==> config.mk <==
export PLATFORM = sky130hd
export DESIGN_NAME = axis_latency_meter
export DESIGN_NICKNAME = d
export VERILOG_FILES = /design/src/rtl/axis_latency_pkg.sv /design/src/rtl/axis_pattern_match.sv /design/src/rtl/axis_latency_meter.sv
export SDC_FILE = /design/constraint.sdc
export NUM_CORES = 1
export LEC_CHECK = 0
export BUFFER_PORTS_ARGS = -buffer_cell sky130_fd_sc_hd__buf_2
export CAP_MARGIN = 10
export CORE_MARGIN = 2
export CORE_UTILIZATION = 35
export CTS_BUF_LIST = sky130_fd_sc_hd__clkbuf_8
export DETAILED_ROUTE_END_ITERATION = 12
export GPL_TIMING_DRIVEN = 0
export PLACE_DENSITY = 0.8
export REMOVE_ABC_BUFFERS = 1
export SLEW_MARGIN = 30
export SYNTH_ARGS = -nofsm -noshare
export SYNTH_HDL_FRONTEND = slang
export SYNTH_HIERARCHICAL = 1
export SYNTH_SLANG_ARGS = --single-unit
export TNS_END_PERCENT = 30
==> constraint.sdc <==
create_clock -name clk -period 1.05 [get_ports clk]
set_clock_uncertainty 0.05 [all_clocks]
set_input_delay 0 -clock clk [delete_from_list [all_inputs] [get_ports clk]]
set_output_delay 0 -clock clk [all_outputs]
set_load 0.1 [all_outputs]
==> src/rtl/axis_latency_pkg.sv <==
// Shared types and constants for the AXI-Stream latency meter.
// Averaging build is selected with AXIS_LATENCY_METER_AVG_EN.
package axis_latency_pkg;

  typedef enum logic [2:0] {
    ST_IDLE,
    ST_ARMED,
    ST_COUNTING,
    ST_DONE,
    ST_TIMEOUT
  } meter_state_e;

  localparam int AVG_COUNT         = 4;
  localparam int AVG_SHIFT         = 2;
  localparam int DEFAULT_MAX_DELAY = 63;
  localparam int DELAY_W           = 6;

  // Rounded mean of AVG_COUNT results: (sum + AVG_COUNT/2) / AVG_COUNT.
  function automatic logic [7:0] avg_round(input logic [7:0] sum);
    logic [8:0] wide;
    wide = 9'(sum) + 9'(AVG_COUNT / 2);
    return 8'(wide >> AVG_SHIFT);
  endfunction

endpackage

==> src/rtl/axis_pattern_match.sv <==
// Masked marker compare on one tapped stream; purely combinational.
module axis_pattern_match #(
  parameter int TDATA_WIDTH = 32
) (
  input  logic [TDATA_WIDTH-1:0] tdata,
  input  logic                   beat,
  input  logic [TDATA_WIDTH-1:0] pattern,
  input  logic [TDATA_WIDTH-1:0] pattern_mask,
  output logic                   match
);

  assign match = beat && (((tdata ^ pattern) & pattern_mask) == '0);

endmodule

==> src/rtl/axis_latency_meter.sv <==
// Measures the beat delay between a marker on the REF tap and its return on the DUT tap.
// Define AXIS_LATENCY_METER_AVG_EN to average AVG_COUNT back-to-back measurements per start.
module axis_latency_meter
  import axis_latency_pkg::*;
#(
  parameter int TDATA_WIDTH = 32,
  parameter int MAX_DELAY   = DEFAULT_MAX_DELAY
) (
  input  logic                   clk,
  input  logic                   resetn,
  input  logic [TDATA_WIDTH-1:0] REF_TDATA,
  input  logic                   REF_BEAT,
  input  logic [TDATA_WIDTH-1:0] DUT_TDATA,
  input  logic                   DUT_BEAT,
  input  logic [TDATA_WIDTH-1:0] pattern,
  input  logic [TDATA_WIDTH-1:0] pattern_mask,
  input  logic                   start,
  output logic                   busy,
  output logic                   done,
  output logic                   timeout,
  output logic [DELAY_W-1:0]     delay_out
);

  // One extra bit so counter + REF_BEAT can exceed MAX_DELAY without wrapping.
  localparam int CNT_W = $clog2(MAX_DELAY + 1) + 1;

  logic [1:0]   rst_sync;
  logic         rst_int_n;

  meter_state_e state_q, state_d;
  logic [CNT_W-1:0] cnt_q, cnt_d, cnt_step;
  logic         done_q, done_d;
  logic         timeout_q, timeout_d;
  logic [DELAY_W-1:0] delay_q, delay_d;

  logic         ref_match, dut_match;
  logic         meas_fin;
  logic [CNT_W-1:0] meas_val;

`ifdef AXIS_LATENCY_METER_AVG_EN
  localparam int IDX_W = $clog2(AVG_COUNT);
  logic [7:0]       acc_q, acc_d, acc_sum;
  logic [IDX_W-1:0] idx_q, idx_d;
`endif

  // Reset asserts immediately but releases only on a clock edge.
  always_ff @(posedge clk or negedge resetn) begin
    if (!resetn) begin
      rst_sync <= 2'b00;
    end else begin
      rst_sync <= {rst_sync[0], 1'b1};
    end
  end
  assign rst_int_n = rst_sync[1];

  axis_pattern_match #(.TDATA_WIDTH(TDATA_WIDTH)) u_ref_match (
    .tdata        (REF_TDATA),
    .beat         (REF_BEAT),
    .pattern      (pattern),
    .pattern_mask (pattern_mask),
    .match        (ref_match)
  );

  axis_pattern_match #(.TDATA_WIDTH(TDATA_WIDTH)) u_dut_match (
    .tdata        (DUT_TDATA),
    .beat         (DUT_BEAT),
    .pattern      (pattern),
    .pattern_mask (pattern_mask),
    .match        (dut_match)
  );

  assign cnt_step = cnt_q + CNT_W'(REF_BEAT);

  always_comb begin
    state_d   = state_q;
    cnt_d     = cnt_q;
    done_d    = done_q;
    timeout_d = timeout_q;
    delay_d   = delay_q;
    meas_fin  = 1'b0;
    meas_val  = '0;
`ifdef AXIS_LATENCY_METER_AVG_EN
    acc_d     = acc_q;
    idx_d     = idx_q;
    acc_sum   = '0;
`endif

    unique case (state_q)
      ST_IDLE, ST_DONE, ST_TIMEOUT: begin
        if (start) begin
          state_d   = ST_ARMED;
          cnt_d     = '0;
          done_d    = 1'b0;
          timeout_d = 1'b0;
          delay_d   = '0;
`ifdef AXIS_LATENCY_METER_AVG_EN
          acc_d     = '0;
          idx_d     = '0;
`endif
        end
      end
      ST_ARMED: begin
        if (ref_match) begin
          if (dut_match) begin
            meas_fin = 1'b1;
          end else begin
            state_d = ST_COUNTING;
            cnt_d   = '0;
          end
        end
      end
      ST_COUNTING: begin
        // A returning marker beats the timeout when both land on the same beat.
        if (dut_match) begin
          meas_fin = 1'b1;
          meas_val = (cnt_step > CNT_W'(MAX_DELAY)) ? CNT_W'(MAX_DELAY) : cnt_step;
        end else if (cnt_step > CNT_W'(MAX_DELAY)) begin
          state_d   = ST_TIMEOUT;
          timeout_d = 1'b1;
          delay_d   = DELAY_W'(MAX_DELAY);
        end else begin
          cnt_d = cnt_step;
        end
      end
      default: state_d = ST_IDLE;
    endcase

    if (meas_fin) begin
`ifdef AXIS_LATENCY_METER_AVG_EN
      acc_sum = acc_q + 8'(meas_val);
      if (idx_q == IDX_W'(AVG_COUNT - 1)) begin
        state_d = ST_DONE;
        done_d  = 1'b1;
        delay_d = DELAY_W'(avg_round(acc_sum));
      end else begin
        state_d = ST_ARMED;
        cnt_d   = '0;
        acc_d   = acc_sum;
        idx_d   = idx_q + IDX_W'(1);
      end
`else
      state_d = ST_DONE;
      done_d  = 1'b1;
      delay_d = DELAY_W'(meas_val);
`endif
    end
  end

  always_ff @(posedge clk or negedge rst_int_n) begin
    if (!rst_int_n) begin
      state_q   <= ST_IDLE;
      cnt_q     <= '0;
      done_q    <= 1'b0;
      timeout_q <= 1'b0;
      delay_q   <= '0;
`ifdef AXIS_LATENCY_METER_AVG_EN
      acc_q     <= '0;
      idx_q     <= '0;
`endif
    end else begin
      state_q   <= state_d;
      cnt_q     <= cnt_d;
      done_q    <= done_d;
      timeout_q <= timeout_d;
      delay_q   <= delay_d;
`ifdef AXIS_LATENCY_METER_AVG_EN
      acc_q     <= acc_d;
      idx_q     <= idx_d;
`endif
    end
  end

  assign busy      = (state_q == ST_ARMED) || (state_q == ST_COUNTING);
  assign done      = done_q;
  assign timeout   = timeout_q;
  assign delay_out = delay_q;

endmodule

Word-level counts from Yosys, hierarchy flattened
Index checks and enable logic that the tools add are counted.
{ "op_classes": {"n_mux": 30, "bitwise": 4, "n_reduce_logical": 17, "magnitude_cmp": 1, "add_sub_neg": 1, "eq_ne": 15} }
{ "ops": {"columns": ["operator", "count"], "rows": [
  ["AND 32 bit", 2],
  ["zero test 32 bit", 2],
  ["bitwise XOR 32 bit", 2],
  ["2-to-1 mux 6 bit", 7],
  ["2-to-1 mux 7 bit", 5],
  ["one-hot mux 7 bit (3 select lines)", 1],
  ["2-to-1 mux 3 bit", 6],
  ["inequality test 3 bit (second input constant)", 5],
  ["inequality test 2 bit (second input constant)", 6],
  ["one-hot mux 6 bit (2 select lines)", 1],
  ["one-hot mux 3 bit (3 select lines)", 1],
  ["AND reduction 4 bit", 2],
  ["adder 7 x 1 -> 7 bit", 1],
  ["greater-than comparator 7 x 6 -> 1 bit (second input constant)", 1],
  ["2-to-1 mux 1 bit", 7],
  ["== test 3 x 2 -> 1 bit (second input constant)", 2],
  ["AND reduction 6 bit", 1],
  ["nonzero test 2 bit", 3],
  ["nonzero test 3 bit", 2],
  ["AND reduction 5 bit", 1],
  ["one-hot mux 1 bit (2 select lines)", 2],
  ["== test 3 x 1 -> 1 bit (second input constant)", 1],
  ["== test 3 bit (second input constant)", 1],
  ["zero test 3 bit", 1],
  ["other kinds (4)", 5]
]} }
{ "totals": {"register_bits": 20, "elab_cells": 74, "in_bits": 133} }

Logic depth before layout (Yosys ltp)
Gate-level depths: netlist of the first run.
{ "logic_depth": {"depth_word": 9, "depth_mapped": 11, "depth_no_buf": 10} }

Cells and area by module
Netlist of the first run, hierarchy kept.
{ "modules_own_cells": {"columns": ["module", "cells_each", "instances", "seq_area_each_um2", "area_each_um2"], "rows": [
  ["axis_latency_meter", 112, 1, 500.5, 1152.4],
  ["axis_pattern_match", 53, 2, 0.0, 454.2]
]} }

Worst setup path after synthesis of the first run
Ideal clock, no wire load.
{ "synth_path": {"kind": "flip-flop to output port", "startpoint": "register state_q[1]", "endpoint": "output busy", "path_stages_with_launch": 4, "n_path_buf": 1, "setup_slack_ns": -1.219, "arrival_ns": 2.219, "cell_sequence": "dfrtp_1 buf_2 nand2b_1 a21oi_1"} }
{ "synth_via": {"elab_chain_len": 2, "word_cells_on_any_way": 3, "cone_classes": "2 x eq/ne; 1 x reduce/logical"} }
{ "synth_lines": {"columns": ["item", "line", "rtl"], "rows": [
  ["start: declaration", "axis_latency_meter.sv:30", "meter_state_e state_q, state_d;"],
  ["start signal: assignment", "axis_latency_meter.sv:161", "state_q <= state_d;"],
  ["== test 3 x 1 -> 1 bit / == test 3 x 2 -> 1 bit (equally long branches)", "axis_latency_meter.sv:173", "assign busy = (state_q == ST_ARMED) || (state_q == ST_COUNTING);"],
  ["logical OR 1 bit (*)", "axis_latency_meter.sv:173", null],
  ["end: declaration", "axis_latency_meter.sv:18", "output logic busy,"]
]} }
Mark *: on every way between the ends. The rest lies on a longest branch, timed or not.

Worst setup path after layout of the first run
{ "layout_path": {"startpoint": "register cnt_q[0]", "endpoint": "register delay_q[3], in the netlist delay_out[3]"} }
{ "layout_via": {"elab_chain_len": 6, "word_cells_on_any_way": 8, "cone_classes": "1 x add/sub; 1 x order compare; 1 x eq/ne; 4 x mux; 1 x reduce/logical"} }
{ "layout_lines": {"columns": ["item", "line", "rtl"], "rows": [
  ["start: declaration", "axis_latency_meter.sv:31", "logic [CNT_W-1:0] cnt_q, cnt_d, cnt_step;"],
  ["start signal: assignment", "axis_latency_meter.sv:162", "cnt_q <= cnt_d;"],
  ["adder 7 x 1 -> 7 bit (*)", "axis_latency_meter.sv:72", "assign cnt_step = cnt_q + CNT_W'(REF_BEAT);"],
  ["greater-than comparator 7 x 6 -> 1 bit", "axis_latency_meter.sv:116, axis_latency_meter.sv:117", null],
  ["2-to-1 mux 6 bit", "axis_latency_meter.sv:116", "meas_val = (cnt_step > CNT_W'(MAX_DELAY)) ? CNT_W'(MAX_DELAY) : cnt_step;"],
  ["2-to-1 mux 6 bit", "axis_latency_meter.sv:114", "if (dut_match) begin"],
  ["2-to-1 mux 6 bit", "axis_latency_meter.sv:88", "unique case (state_q)"],
  ["2-to-1 mux 6 bit", "axis_latency_meter.sv:128", "if (meas_fin) begin"],
  ["end signal: assignment", "axis_latency_meter.sv:165", "delay_q <= delay_d;"],
  ["end: declaration", "axis_latency_meter.sv:34", "logic [DELAY_W-1:0] delay_q, delay_d;"]
]} }
Marks and branches as above.
A chain may end at the register's enable or synchronous reset.

==> results of run 1 <==
-- layout by cell type, fill, tap and decap left out, types with 6 or more instances in the layout --
| master | instances |
|---|---|
| a22o_1 | 9 |
| nand2b_1 | 8 |
| a221oi_2 | 6 |
| nand2_1 | 7 |
| a22oi_1 | 16 |
| dfrtp_1 | 18 |
| nor2_1 | 6 |
| nand3_1 | 6 |
| buf_4 | 18 |
| xor2_1 | 66 |
| buf_2 | 124 |
| nand4_1 | 7 |
| buf_6 | 11 |
-- tightest hold or removal path, cell delays in order --
cell and delay [ns]:
buf_2 0.12, o21ai_0 0.11, nand2_1 0.07, o31ai_1 0.06
-- area by class of cell --
cell class	count	area [um2]	share of cell area, %
multi-input combinational	187	1670	50.9
tap	72	90.1	2.75
timing repair buffer	157	945	28.9
clock buffer	4	55.1	1.68
inverter	4	15.0	0.459
sequential	20	503	15.4
-- how the worst max path moves through the flow --
stage	endpoint	cells after the start
after floorplan	delay_out[0]	9
after global placement	delay_out[2]	10
after detailed placement	delay_out[4]	10
after CTS	cnt_q[2]	11
after global routing	cnt_q[1]	11
final	delay_out[3]	8
-- flip-flops by register name, indices dropped and copies added, names as in the netlist --
name	cells
cnt_q	7
delay_out	6
done	1
rst_sync	2
state_q	3
timeout	1
-- per-stage QoR --
stage	total power [mW]	hold WS, ns	worst slack, ns
floorplan	1.52	-0.346	-1.64
global placement	1.94	-0.266	-2.43
detailed placement	1.99	-0.264	-2.11
CTS	2.70	0.0813	-1.00
global route	2.88	0.111	-1.09
finish	2.74	0.0717	-0.997
-- cells in the mapped netlist, drive strengths merged, types with 2 or more instances --
master,number,area (um2)
o22ai,3,18.8
a22oi,16,120
dfrtp,20,500
xor2,67,587
o2bb2ai,2,17.5
inv,4,15.0
o21ai,2,10.0
ha,2,25.0
nor2,7,26.3
nand2,7,26.3
nand4,7,43.8
a222oi,2,20.0
and2,2,12.5
a31oi,2,12.5
nand2b,8,50.1
a221oi,6,77.6
a22o,10,88.8
o211a,2,20.0
buf,4,28.8
o31ai,2,28.8
a31o,3,26.3
xnor2,2,25.0
a2bb2oi,4,35.0
nor4,3,31.3
a21oi,2,10.0
nand3,8,40.0
clkbuf,3,12.5
and3,4,31.3
-- what timing repair did --
action | CTS | global route
hold buffers | 2 | 0
pin swaps | 16 | 23
endpoints found under the hold margin | 2 | 0
setup endpoints to repair | 27 | 20
gates cloned | 0 | 1
buffers inserted | 6 | 7
gates resized for setup | 33 | 15
-- cells by family (layout without fill, tap and decap cells) --
logic type      Yosys count  after routing  synth area share (%)
fa+ha+maj                 2              2                  1.21
flops                    20             20                  24.3
simple gates             52             52                  15.4
other cells               1              1                 0.182
buf+inv                  11            165                  2.73
xor+xnor                 69             69                  29.7
compound gates           63             63                  26.5
-- report_power, final --
part	total [mW]	internal, mW	switching, mW
Combinational	1.21	0.593	0.615
Sequential	0.917	0.814	0.103
Clock	0.611	0.334	0.276
-- per-layer routing --
metal | vias up | global-route usage, % | routed length [um]
met5 | - | 0 | 0
met4 | 0 | 5.42 | 104
met3 | 8 | 3.33 | 423
met2 | 102 | 39.2 | 3640
met1 | 1110 | 20.4 | 2470
li1 | 1129 | - | -
==> summary.md, run 1 <==
| Metric | Value |
|---|---|
| Finished Cell Area | `3270 um2` |
| Slew headroom | `48.4%` |
| Slowest cell on crit path | `dfrtp_1` |
| Wirelength per Cell | `14.9 um` |
| Crit end category | `flop` |
| Req. time, crit path | `1.15 ns` |
| CP Cell Sequence | `ha_4, ha_4, and3_4, and3_4, xnor2_4, buf_12, a21boi_4, o211a_1` |
| Hold path startpoint | `start` |
| Synth Instances | `218` |
| R2R Setup Slk | `-1.0 ns` |
| CP Data Arrival Time | `2.15 ns` |
| Fill cells | `521` |
| DIE HEIGHT | `80.7 um` |
| PortBufs | `141` |
| Async set-reset flop share out of synthesis | `100%` |
| Outcome | `finished with violations` |
| Worst hold endpoint | `timeout` |
| Reg2reg end | `delay_out[3]` |
| Worst VDD drop | `0.718 mV` |
| P&R area growth vs syn | `58.8%` |
| IO Count | `142` |
| PwrDens | `836 nW/um2` |
| Top cell family by delay on the critical path | `flip-flops` |
| Max_cap viols | `0` |
| Drt via density | `5.29` |
| Placed insts | `424` |
| Min Tclk post-route | `2.05 ns` |
| EDFF count, synth | `0` |
| Share of cells above drive strength 1 | `52.7%` |
| Critical path startpoint category | `flop` |
| H-tree depth | `1` |
| Main synth FF type | `dfrtp_1` |
| HP Class | `in -> reg` |
| Crit-path max cell delay | `0.41 ns` |
| Hold Fails Final Rpt | `0` |
| R2R depth | `8` |
| Worst Tran Pin Value | `0.775 ns` |
| Leakage power | `1.62 nW` |
| Antenna Nets Post-Route | `0` |
| Antenna violations before repair | `0` |
| Vias in the first global route | `2,375` |
| CP Buf/Inv Count | `1` |
| Core box area | `5610 um2` |
| Gr usage total | `19.4%` |
| Root buf cell | `clkbuf_8` |
| Synth Cell Area | `2060 um2` |
| Initial Util | `36.7%` |
| RSZ-0062 raised after global routing | `yes` |
| Final wirelength | `6630 um` |
| Residual DRC | `0` |
| DIE AREA | `6520 um2` |
| Reg2reg start | `cnt_q[0]` |
| Syn Area/Cell | `9.45 um2` |
| Gr ovfl total | `0` |
| Iter 0 DRT Violations | `101` |
| Die W | `80.7 um` |
| Gpl congestion | `0.817` |
| Register area share after synthesis | `24.3%` |
| Setup_tns | `-16.92 ns` |
| Layout Nets | `508` |
| Failing checks | `setup timing` |
| Count of pins over their slew limit | `0` |
| Placed inst area | `2820 um2` |
| Yosys warns | `6` |
| CTS Buf Count | `3` |
| Crit Path Max Fanout | `6` |
| CTS tree | `yes` |
| Synthesized flop and latch total | `20` |
| CTS Sinks | `20` |
| First-pass GRT wire length | `10,000 um` |
| Detailed placer's ending HPWL | `5250 um` |
| Clock buffer depth | `2` |
| Final setup fails | `19` |
| Final Cycle Share | `195%` |
| Clock Pin Slew Worst Setup and Hold Paths | `0.08 ns` |
| Setup ws final | `-0.997 ns` |
| Yosys cell types | `52` |
| ANT cells | `0` |
| Num rows | `27` |
| Vias | `2,349` |
| Worst Setup Path Type | `reg -> reg` |
| Largest net degree at the start of global routing | `19` |
| Max Fclk | `489 MHz` |
| CP Launch Point | `cnt_q[0]` |
| Cells on Worst Hold Path | `4` |
| Worst-Skew Late Latency | `0.26 ns` |
| First-pass DRT Iterations | `4` |
| Final Core Density | `58.4%` |
| Non-filler cells, final | `444` |
Note: power is estimated with default switching activity, not from simulation.
==> inputs of run 2 (changes only) <==
--- a/config.mk
+++ b/config.mk
@@ -17,6 +17,5 @@
 export SLEW_MARGIN = 30
 export SYNTH_ARGS = -nofsm -noshare
 export SYNTH_HDL_FRONTEND = slang
-export SYNTH_HIERARCHICAL = 1
 export SYNTH_SLANG_ARGS = --single-unit
 export TNS_END_PERCENT = 30
==> run 2 against run 1 <==
Compared with the run above: the flow still finishes with violations (setup timing); register-to-register slack about the same; fmax decreased by 0.41%; utilization decreased by 2.1 points; combinational power increased by 17%; global-route usage increased by 2.6 points; total power increased by 4.4%; via count decreased by 0.17%; sequential share of layout area increased by 0.86 points; die area decreased by 3.0%; largest power group unchanged.
==> summary.md, run 2 <==
| Metric | Value |
|---|---|
| Crit end category | `flop (unchanged)` |
| Max reg flops | `7 (unchanged)` |
| Setup_tns | `-14.24 ns (was -16.92 ns)` |
| R2R Setup Slk | `-1.01 ns (was -1.0 ns)` |
| Num rows | `27 (unchanged)` |
| Share of the synthesized area in the top cell type | `29.0% (was 28.5%)` |
| Non-filler cells, final | `463 (was 444)` |
| Total power | `2.86 mW (was 2.74 mW)` |
| DIE AREA | `6320 um2 (was 6520 um2)` |
| Hold Slack | `0.0923 ns (was 0.0717 ns)` |
| Gr ovfl total | `0 (unchanged)` |
| Antenna Nets Post-Route | `0 (unchanged)` |
| Hold Fails Final Rpt | `0 (unchanged)` |
| Max Fclk | `487 MHz (was 489 MHz)` |
| Outcome | `finished with violations (unchanged)` |
| Hold path startpoint | `start (unchanged)` |
| Gpl congestion | `0.920 (was 0.817)` |
| CP Launch Point | `cnt_q[0] (unchanged)` |
| Synth Cell Area | `2000 um2 (was 2060 um2)` |
| Antenna violations before repair | `0 (unchanged)` |
| CP Cell Sequence | `ha_4, ha_4, and3_4, nand3_4, xor2_2, nor2_1, nor2_1, o221a_4, mux2_4 (was ha_4, ha_4, and3_4, and3_4, xnor2_4, buf_12, a21boi_4, o211a_1)` |
| Residual DRC | `0 (unchanged)` |
| Final setup fails | `19 (unchanged)` |
| Detailed placer's ending HPWL | `5700 um (was 5250 um)` |
| Synth Instances | `239 (was 218)` |
| First-pass DRT Iterations | `4 (unchanged)` |
| Iter 0 DRT Violations | `146 (was 101)` |
| Most area-consuming cells after synthesis | `xor2_1, dfrtp_1, a22oi_1, nand2_1, nand4_1 (was xor2_1, dfrtp_1, a22oi_1, a22o_1, a221oi_2)` |
| Most common cell in the netlist | `xor2_1 (unchanged)` |
| CP Data Arrival Time | `2.16 ns (was 2.15 ns)` |
| Main synth FF type | `dfrtp_1 (unchanged)` |
| Vias in the first global route | `2,399 (was 2,375)` |
| Layout Nets | `527 (was 508)` |
| Crit Path Max Fanout | `4 (was 6)` |
| Clock buffer depth | `2 (unchanged)` |
| Yosys cell types | `38 (was 52)` |
| Final Core Density | `56.3% (was 58.4%)` |
| HP Class | `in -> reg (unchanged)` |
| Synthesized flop and latch total | `20 (unchanged)` |
| DIE HEIGHT | `79.5 um (was 80.7 um)` |
| Vias | `2,345 (was 2,349)` |
| Slowest cell on crit path | `dfrtp_1 (unchanged)` |
| Req. time, crit path | `1.15 ns (about the same)` |
| Die W | `79.5 um (was 80.7 um)` |
| Clock Pin Slew Worst Setup and Hold Paths | `0.07 ns (was 0.08 ns)` |
| CTS tree | `yes (unchanged)` |
| Leakage power | `1.55 nW (was 1.62 nW)` |
| Register area share after synthesis | `25.1% (was 24.3%)` |
| Largest net degree at the start of global routing | `19 (unchanged)` |
| CTS Sinks | `20 (unchanged)` |
| Setup ws final | `-1.01 ns (was -0.997 ns)` |
| Placed insts | `448 (was 424)` |
| Syn Area/Cell | `8.35 um2 (was 9.45 um2)` |
| Root buf cell | `clkbuf_8 (unchanged)` |
| Critical path endpoint | `cnt_q[3] (was delay_out[3])` |
| Critical path startpoint category | `flop (unchanged)` |
| R2R depth | `9 (was 8)` |
| Share of cells above drive strength 1 | `47.3% (was 52.7%)` |
| Most instantiated cells after synthesis | `xor2_1, nand2_1, dfrtp_1, a22oi_1, nor2_1 (was xor2_1, dfrtp_1, a22oi_1, a22o_1)` |
| Commonest non-fill, non-tap cells in the layout | `buf_2, xor2_1, nand2_1 (was buf_2, xor2_1, dfrtp_1, buf_4, a22oi_1)` |
| ANT cells | `0 (unchanged)` |
| Worst-Skew Late Latency | `0.26 ns (about the same)` |
| EDFF count, synth | `0 (unchanged)` |
| Worst Tran Pin Value | `0.722 ns (was 0.775 ns)` |
| Commonest non-fill, non-tap cell in the layout | `buf_2 (unchanged)` |
| Final wirelength | `6940 um (was 6630 um)` |
| Drt via density | `5.06 (was 5.29)` |
| Top reg by flops | `cnt_q (unchanged)` |
| Core box area | `5510 um2 (was 5610 um2)` |
| PwrDens | `921 nW/um2 (was 836 nW/um2)` |
| Worst Setup Path Type | `reg -> reg (unchanged)` |
| PortBufs | `141 (unchanged)` |
| Reg2reg end | `cnt_q[3] (was delay_out[3])` |
| Max_cap viols | `0 (unchanged)` |
| Reg2reg start | `cnt_q[0] (unchanged)` |
| Final Cycle Share | `196% (was 195%)` |
| First-pass GRT wire length | `11,000 um (was 10,000 um)` |
| Yosys warns | `0 (was 6)` |
| IO Count | `142 (unchanged)` |
| Min Tclk post-route | `2.06 ns (was 2.05 ns)` |
| Initial Util | `36.2% (was 36.7%)` |
| Gr usage total | `22.0% (was 19.4%)` |
| P&R area growth vs syn | `55.4% (was 58.8%)` |
| Worst VDD drop | `0.529 mV (was 0.718 mV)` |
| Crit-path max cell delay | `0.41 ns (about the same)` |
| CTS Buf Count | `3 (unchanged)` |
| H-tree depth | `1 (unchanged)` |
| Largest area contributor in the netlist | `xor2_1 (unchanged)` |
| Count of pins over their slew limit | `0 (unchanged)` |
| Slew headroom | `51.9% (was 48.4%)` |
| RSZ-0062 raised after global routing | `yes (unchanged)` |
| Async set-reset flop share out of synthesis | `100% (unchanged)` |
| Cells on Worst Hold Path | `3 (was 4)` |
| Failing checks | `setup timing (unchanged)` |
| Wirelength per Cell | `15.0 um (was 14.9 um)` |
run 2: cell count changes in the layout (fill, tap and decap cells not counted), moves of 6 or more:
cell,delta
nand2_1,+17
buf_6,-9
buf_2,+8
nor2_1,+8
a22o_1,-7
inv_1,+7
nand2b_1,-6
run 2: worst max-delay path: cells and delay by family (launching register included):
kind / cells / cell delay (ns)
AOI/OAI and AO/OA: 1 / 0.23
adders and majority gates: 2 / 0.33
muxes: 1 / 0.30
xor gates and xnor gates: 1 / 0.17
and+or+nand+nor: 4 / 0.45
DFF: 1 / 0.41
run 2: layout make-up:
type	instances	area, um2
fillers	504	2410
well taps	72	90.1
flip-flops and latches	20	503
repair buffers	152	823
inverters	11	41.3
clock buffers	4	55.1
multi-input cells	204	1590
run 2: per-stage QoR:
step	cell area (um2)	setup WS (ns)
3_5_place_dp	2770	-1.35
4_1_cts	3050	-1.00
6_report	3100	-1.01
2_1_floorplan	1970	-1.14
5_1_grt	3100	-1.09
3_3_place_gp	2770	-1.31
run 2: worst min path at each step:
| stage | endpoint | slack, ns |
|---|---|---|
| global route | timeout | 0.10 |
| floorplan | rst_sync[0] | -0.35 |
| global placement | rst_sync[0] | -0.26 |
| detailed placement | rst_sync[0] | -0.26 |
| finish | timeout | 0.09 |
| CTS | timeout | 0.07 |
run 2: timing repair:
action / 4_1_cts / 5_1_grt
hold endpoints to repair: 2 / 0
resized for setup: 34 / 9
hold buffers: 2 / 0
pin swaps: 14 / 4
buffers inserted: 8 / 1
setup endpoints to repair: 27 / 19
run 2: power by group:
group	total, mW	internal [mW]	switching, mW
registers	0.860	0.798	0.0615
logic	1.41	0.652	0.754
clock network	0.590	0.334	0.256
total	2.86	1.78	1.07
run 2: kinds of logic after synthesis:
group / share of synthesized area (%)
AO/OA/AOI/OAI: 16.2
XOR/XNOR: 30.7
adder cells (fa/ha/maj): 1.25
buffers and inverters: 3.20
flip-flops: 25.1
multiplexers: 3.01
other: 0.188
AND/OR/NAND/NOR: 20.3
run 2: layer usage:
metal  up-vias  wire, um  global-route usage (%)
met5         -         0                       0
met2       106      3410                    37.0
li1       1149         -                       -
met3        18       500                    5.43
met1      1072      2870                    27.1
met4         0       167                    8.10
